===== src/rtl/rca_32_bit_if.sv =====
// Operand/result bundle for the registered 32-bit ripple-carry adder.
// The master drives operands and carry-in; the slave returns the registered sum.
interface rca_32_bit_if;
  logic [31:0] a;
  logic [31:0] b;
  logic        c_in;
  logic [31:0] s;
  logic        c_out;

  modport master (
    output a,
    output b,
    output c_in,
    input  s,
    input  c_out
  );

  modport slave (
    input  a,
    input  b,
    input  c_in,
    output s,
    output c_out
  );
endinterface


===== src/rtl/rca_32_bit.sv =====
// 32-bit ripple-carry adder built from one-bit full-adder cells.
// The sum and carry-out are registered, giving one cycle of latency.
module rca_fa_cell (
  input  logic a_i,
  input  logic b_i,
  input  logic c_i,
  output logic s_o,
  output logic c_o
);
  logic p;

  assign p   = a_i ^ b_i;
  assign s_o = p ^ c_i;
  assign c_o = (a_i & b_i) | (c_i & p);
endmodule

module rca_32_bit (
  input  logic               clk,
  input  logic               rst_n,
  rca_32_bit_if.slave        bus_if
);
  logic [32:0] carry;
  logic [31:0] s_d;
  logic        c_out_d;
  logic [31:0] s_q;
  logic        c_out_q;

  assign carry[0] = bus_if.c_in;

  // The carry ripples through every cell; this chain is the critical path.
  for (genvar i = 0; i < 32; i++) begin : g_cell
    rca_fa_cell u_cell (
      .a_i (bus_if.a[i]),
      .b_i (bus_if.b[i]),
      .c_i (carry[i]),
      .s_o (s_d[i]),
      .c_o (carry[i+1])
    );
  end

  assign c_out_d = carry[32];

  // Output register stage
  always_ff @(posedge clk or negedge rst_n) begin
    if (!rst_n) begin
      s_q     <= 32'h0;
      c_out_q <= 1'b0;
    end else begin
      s_q     <= s_d;
      c_out_q <= c_out_d;
    end
  end

  assign bus_if.s     = s_q;
  assign bus_if.c_out = c_out_q;
endmodule


===== src/flat_wrapper.sv =====
// flat-port wrapper written by rule: the top's interface ports become plain ports
module rca_32_bit_flat 
  (clk, rst_n, bus_if_a, bus_if_b, bus_if_c_in, bus_if_s, bus_if_c_out);
  rca_32_bit_if bus_if_i ();
  input  logic clk;
  input  logic rst_n;
  input wire logic [$bits(bus_if_i.a)-1:0] bus_if_a;
  input wire logic [$bits(bus_if_i.b)-1:0] bus_if_b;
  input wire logic [$bits(bus_if_i.c_in)-1:0] bus_if_c_in;
  output wire logic [$bits(bus_if_i.s)-1:0] bus_if_s;
  output wire logic [$bits(bus_if_i.c_out)-1:0] bus_if_c_out;
  assign bus_if_i.a = bus_if_a;
  assign bus_if_i.b = bus_if_b;
  assign bus_if_i.c_in = bus_if_c_in;
  assign bus_if_s = bus_if_i.s;
  assign bus_if_c_out = bus_if_i.c_out;
  rca_32_bit u_core (.clk(clk), .rst_n(rst_n), .bus_if(bus_if_i));
endmodule

===== config.mk =====
export PLATFORM = sky130hd
export DESIGN_NAME = rca_32_bit_flat
export DESIGN_NICKNAME = d
export VERILOG_FILES = /design/src/rtl/rca_32_bit_if.sv /design/src/rtl/rca_32_bit.sv /design/src/flat_wrapper.sv
export SDC_FILE = /design/constraint.sdc
export NUM_CORES = 1
export LEC_CHECK = 0
export CAP_MARGIN = 20
export CORE_ASPECT_RATIO = 0.6
export CORE_MARGIN = 2
export CORE_UTILIZATION = 32
export DETAILED_ROUTE_END_ITERATION = 16
export GPL_ROUTABILITY_DRIVEN = 0
export GPL_TIMING_DRIVEN = 0
export HOLD_SLACK_MARGIN = 0.05
export PLACE_DENSITY = 0.76
export SLEW_MARGIN = 20
export SYNTH_ARGS = -nofsm -noshare
export SYNTH_HDL_FRONTEND = slang
export SYNTH_SLANG_ARGS = --single-unit
export TNS_END_PERCENT = 20

===== constraint.sdc =====
create_clock -name clk -period 0.8 [get_ports clk]
set_clock_uncertainty 0.2 [all_clocks]
set_input_delay 0.16 -clock clk [delete_from_list [all_inputs] [get_ports clk]]
set_output_delay 0.16 -clock clk [all_outputs]
set_load 0.03 [all_outputs]

# Word-level counts from Yosys, hierarchy flattened
# Index checks and enable logic that the tools add are counted.
# classes
bitwise_logic	160
# op_table
cell	count
$and A1 B1 Y1	64
$xor A1 B1 Y1	64
$or A1 B1 Y1	32
# word_totals
ff_bits	33
output_inout_bits	33

# Depth between registers and ports, before layout
# logic_depth
word_depth	65
ltp_mapped	36

# Hierarchy
# Synthesis repeated with hierarchy kept, for this count alone.
# hier_totals
cells_unflattened	65
hier_area_um2	1466.4
# by_module_without_submodules
module	n_inst	cells_per_inst	area_per_inst_um2	seq_area_each_um2
rca_32_bit	1	33	825.8	825.8
rca_fa_cell	32	1	20.0	0.0

# Worst setup path before layout
# No wires, ideal clock.
# synth_path
kind	input to register
start	input port bus_if_c_in
end	register u_core.s_q[31], in the netlist u_core.bus_if.s[31]
setup_time_ns	0.064
arrival_time_ns	12.299
required_time_ns	0.536
path_slack_ns	-11.763
cell_stages	36
cell_sequence	fa_1 -> fa_1 -> fa_1 -> fa_1 -> fa_1 -> fa_1 -> fa_1 -> fa_1 -> fa_1 -> inv_1 -> fa_1 -> inv_1 -> fa_1 -> fa_1 -> fa_1 -> fa_1 -> fa_1 -> fa_1 -> fa_1 -> fa_1 -> fa_1 -> fa_1 -> fa_1 -> fa_1 -> fa_1 -> fa_1 -> fa_1 -> fa_1 -> fa_1 -> fa_1 -> fa_1 -> fa_1 -> fa_1 -> inv_1 -> fa_1 -> inv_1
# synth_between
elab_chain_cells	63
# synth_lines
element	line	source
start: declaration	flat_wrapper.sv:9	input wire logic [$bits(bus_if_i.c_in)-1:0] bus_if_c_in;
$and A1 B1 Y1	rca_32_bit.sv:14	assign c_o = (a_i & b_i) | (c_i & p);
$or A1 B1 Y1	rca_32_bit.sv:14	
$and A1 B1 Y1	rca_32_bit.sv:14	
$or A1 B1 Y1	rca_32_bit.sv:14	
$and A1 B1 Y1	rca_32_bit.sv:14	
$or A1 B1 Y1	rca_32_bit.sv:14	
$and A1 B1 Y1	rca_32_bit.sv:14	
$or A1 B1 Y1	rca_32_bit.sv:14	
[... 48 more ...]	n/a	
$and A1 B1 Y1	rca_32_bit.sv:14	
$or A1 B1 Y1	rca_32_bit.sv:14	
$and A1 B1 Y1	rca_32_bit.sv:14	
$or A1 B1 Y1	rca_32_bit.sv:14	
$and A1 B1 Y1	rca_32_bit.sv:14	
$or A1 B1 Y1	rca_32_bit.sv:14	
$xor A1 B1 Y1	rca_32_bit.sv:13	assign s_o = p ^ c_i;
net u_core.g_cell[31].u_cell.s_o	rca_32_bit.sv:7	output logic s_o,
end signal: assignment	rca_32_bit.sv:46	s_q <= 32'h0;
end signal: assignment	rca_32_bit.sv:49	s_q <= s_d;
end: declaration	rca_32_bit.sv:25	logic [31:0] s_q;
# The timed path passes the listed nets, and every way through them passes these cells.

# Worst setup path in the final report
# Same ends and word-level chain as after synthesis.

==> run_results.csv <==
group,metric,value,unit
status,outcome,"finished, violations left",
status,violations,"negative hold slack, negative setup slack",
layout,fin_nets,280,
place,place_inst,237,
sta,worst_hold_slack,-253,ps
clock_network,htreeDepth,2,
layout,drive_above_1_share,0.440,
logic_synthesis,synth-seq-cells,33,
critical_path,cpMaxStageDelayCell,"fa_2",
logic_synthesis,synth_top_area_cell,"dfrtp_1",
flow_run,drv_cap,0,
sta,rsz0062_at_grt,"yes",
power_and_ir_drop,power_frac_comb,0.365,
power_and_ir_drop,pwr-share-clk,0.275,
power_and_ir_drop,sequentialPowerShare,0.360,
global_route,grt_use_total,0.150,
logic_synthesis,async_reset_ff_frac,1.00,
clock_network,clk_pin_slew,60,ps
floorplan,fp.dieH,57.1,um
logic_synthesis,synth_edf_count,0,
clock_network,cts_tree,"built",
floorplan,ios,100,
sta,setup_viol,65,
logic_synthesis,synth_common_cells,"dfrtp_1 (33), fa_1 (32), inv_1 (10)",
logic_synthesis,syn_area,0.00150,sq mm
logic_synthesis,yosys.area.top_type_share,0.549,
place,place_area,0.00264,sq mm
logic_synthesis,synth.mux.area_fraction,0,
place,post-dp-hpwl,3.09,mm
logic_synthesis,synthXorXnorAreaFrac,0,
sta,max_clock_freq,85.8,MHz
sta,period_share,14.6,
power_and_ir_drop,switching_share,0.317,
sta,finalMaxSlewViolations,0,
sta,worstMarginPinSlew,737,ps
logic_synthesis,synth-compound-area-share,0,
sta,finalCriticalPeriod,11660,ps
clock_network,postCtsSetupBuffers,0,
sta,hold_violations,34,
logic_synthesis,netlist_instances,75,
global_route,grt_pass1_wl,5.84,mm
floorplan,die_width,92.5,um
layout,register_area,826,sq um
global_route,grt_max_degree,34,
floorplan,coreArea,0.00454,sq mm
power_and_ir_drop,power_density,2070,mW/mm^2
critical_path,cp_common_cell,"fa_2",
critical_path,critical_path_class,"input pin to flop",
logic_synthesis,synth_area_per_cell,20.1,sq um
sta,slew_headroom,0.509,
critical_path,setup.worst_path.start_class,"input pin",
critical_path,arrival,11670,ps
power_and_ir_drop,cell_internal_pwr,0.00396,W
power_and_ir_drop,leakage,1.12,nW
drt,wl_per_cell,14.8,um
layout,fin_cells,245,
global_route,grt_pass1_vias,1133,
drt,firstDrtPassIters,3,
drt,postRouteWirelength,3.62,mm
logic_synthesis,yosys.cell_types.count,3,
logic_synthesis,yosysMostFrequentCell,"dfrtp_1",
logic_synthesis,synth_area_leaders,"dfrtp_1 (55%), fa_1 (43%), inv_1 (2.5%)",
logic_synthesis,ys_warn_count,0,
clock_network,root_buffer,"clkbuf_8",
logic_synthesis,yosysSeqAreaShare,0.549,
logic_synthesis,synth_fp_nets,174,
drt,drt_iter0_markers,19,
critical_path,cpPeakStageDelay,410,ps
floorplan,start_util,0.331,
layout,num_antenna_cells,0,
logic_synthesis,dominantRegCellSynth,"dfrtp_1",
power_and_ir_drop,ir_drop,0.853,mV
logic_synthesis,synthAdderAreaFrac,0.426,
drt,ant_nets,0,
logic_synthesis,synth-simple-area-share,0,
global_route,grt_overflow,0,
clock_network,cts.sinks,33,
sta,layout_setup_ws,-10860,ps
critical_path,cp-end-kind,"flop",
critical_path,crit_path_max_fanout,1,
clock_network,clockBufferDepth,2,
drt,vias,981,
layout,finalInstanceArea,0.00280,sq mm
floorplan,die-area,0.00528,sq mm
global_route,antenna_found_initial,0,
critical_path,required,820,ps
drt,vias_per_cell,4.00,
power_and_ir_drop,p_sw,0.00184,W
floorplan,rows,19,
clock_network,cts_buffers,5,
layout,syn_to_final_growth,86.0,%
layout,multi_input_area,721,sq um
place,portBuffers,99,
worst_hold_path,hold_class,"input pin to async pin",
layout,nFillCells,338,
drt,drc_errors,0,
logic_synthesis,synth_top_family_by_area,"adder cells",
==> worst max-delay path by stage <==
stage / slack (ps) / from / end / depth (start not counted)
finish: -10860 / bus_if_c_in / u_core.bus_if.s[31] / 37
global placement: -11330 / bus_if_c_in / u_core.bus_if.s[31] / 37
floorplan: -10610 / bus_if_c_in / u_core.bus_if.s[31] / 36
global route: -11130 / bus_if_c_in / u_core.bus_if.s[31] / 37
CTS: -10890 / bus_if_c_in / u_core.bus_if.s[31] / 37
detailed placement: -11530 / bus_if_c_in / u_core.bus_if.s[31] / 37
==> placed cells by master, fill, tap and decap left out, drive strengths merged <==
| cell | instances |
|---|---|
| buf | 4 |
| bufinv | 1 |
| dfrtp | 33 |
| clkdlybuf4s50 | 62 |
| inv | 10 |
| clkbuf | 7 |
| fa | 32 |
| clkdlybuf4s15 | 33 |
==> per-layer routing <==
metal | vias to the layer above | track usage | part of all wire
li1 | 429 | - | -
met1 | 488 | 0.186 | 0.39
met2 | 64 | 0.248 | 0.48
met3 | 0 | 0.0700 | 0.12
met4 | 0 | 0.0256 | 0
met5 | - | 0 | 0
==> state kept, by name, summed over array words and instances, names as in the netlist <==
signal,flops
u_core.bus_if.c_out,1
u_core.bus_if.s,32
==> cell type report <==
cell class                 instances  share of cell area
timing repair buffer              99               0.364
tap                               63              0.0282
inverter                          10              0.0134
clock buffer                       7              0.0309
multi-input combinational         32               0.258
clock inverter                     1              0.0107
sequential                        33               0.295
==> power groups by stage <==
stage	Sequential, W	Combinational (W)	Clock, W
after detailed placement	0.00213	0.00225	0
after global routing	0.00212	0.00228	0.00173
after floorplan	0.00281	0.000301	0
after CTS	0.00209	0.00216	0.00167
after global placement	0.00210	0.00218	0
final	0.00209	0.00212	0.00159
==> worst max-delay path, delay by kind of cell <==
| family | cells | cell delay, ps |
|---|---|---|
| buffers and inverters | 5 | 310 |
| adder cells (fa/ha/maj) | 32 | 11180 |
==> repair_timing <==
item                                   4_1_cts  5_1_grt
endpoints found under the hold margin       34       34
resized for setup                          116        0
setup endpoints to repair                   66       65
==> cell families (layout without fill, tap and decap cells) <==
logic type  Yosys count  after routing
fa+ha+maj            32             32
buf+inv              10            117
flops                33             33
==> metrics by stage <==
stage               total power [W]  hold slack (ps)  TNS, ps   util  setup slack [ps]
finish                      0.00580             -253  -199850  0.616            -10860
global route                0.00613             -192  -205590  0.616            -11130
CTS                         0.00593             -231  -200780  0.616            -10890
detailed placement          0.00437             74.7  -230120  0.582            -11530
global placement            0.00429              657  -260900  0.583            -11330
floorplan                   0.00311             -336  -183930      -            -10610
Power figures use the tool's default switching activity.
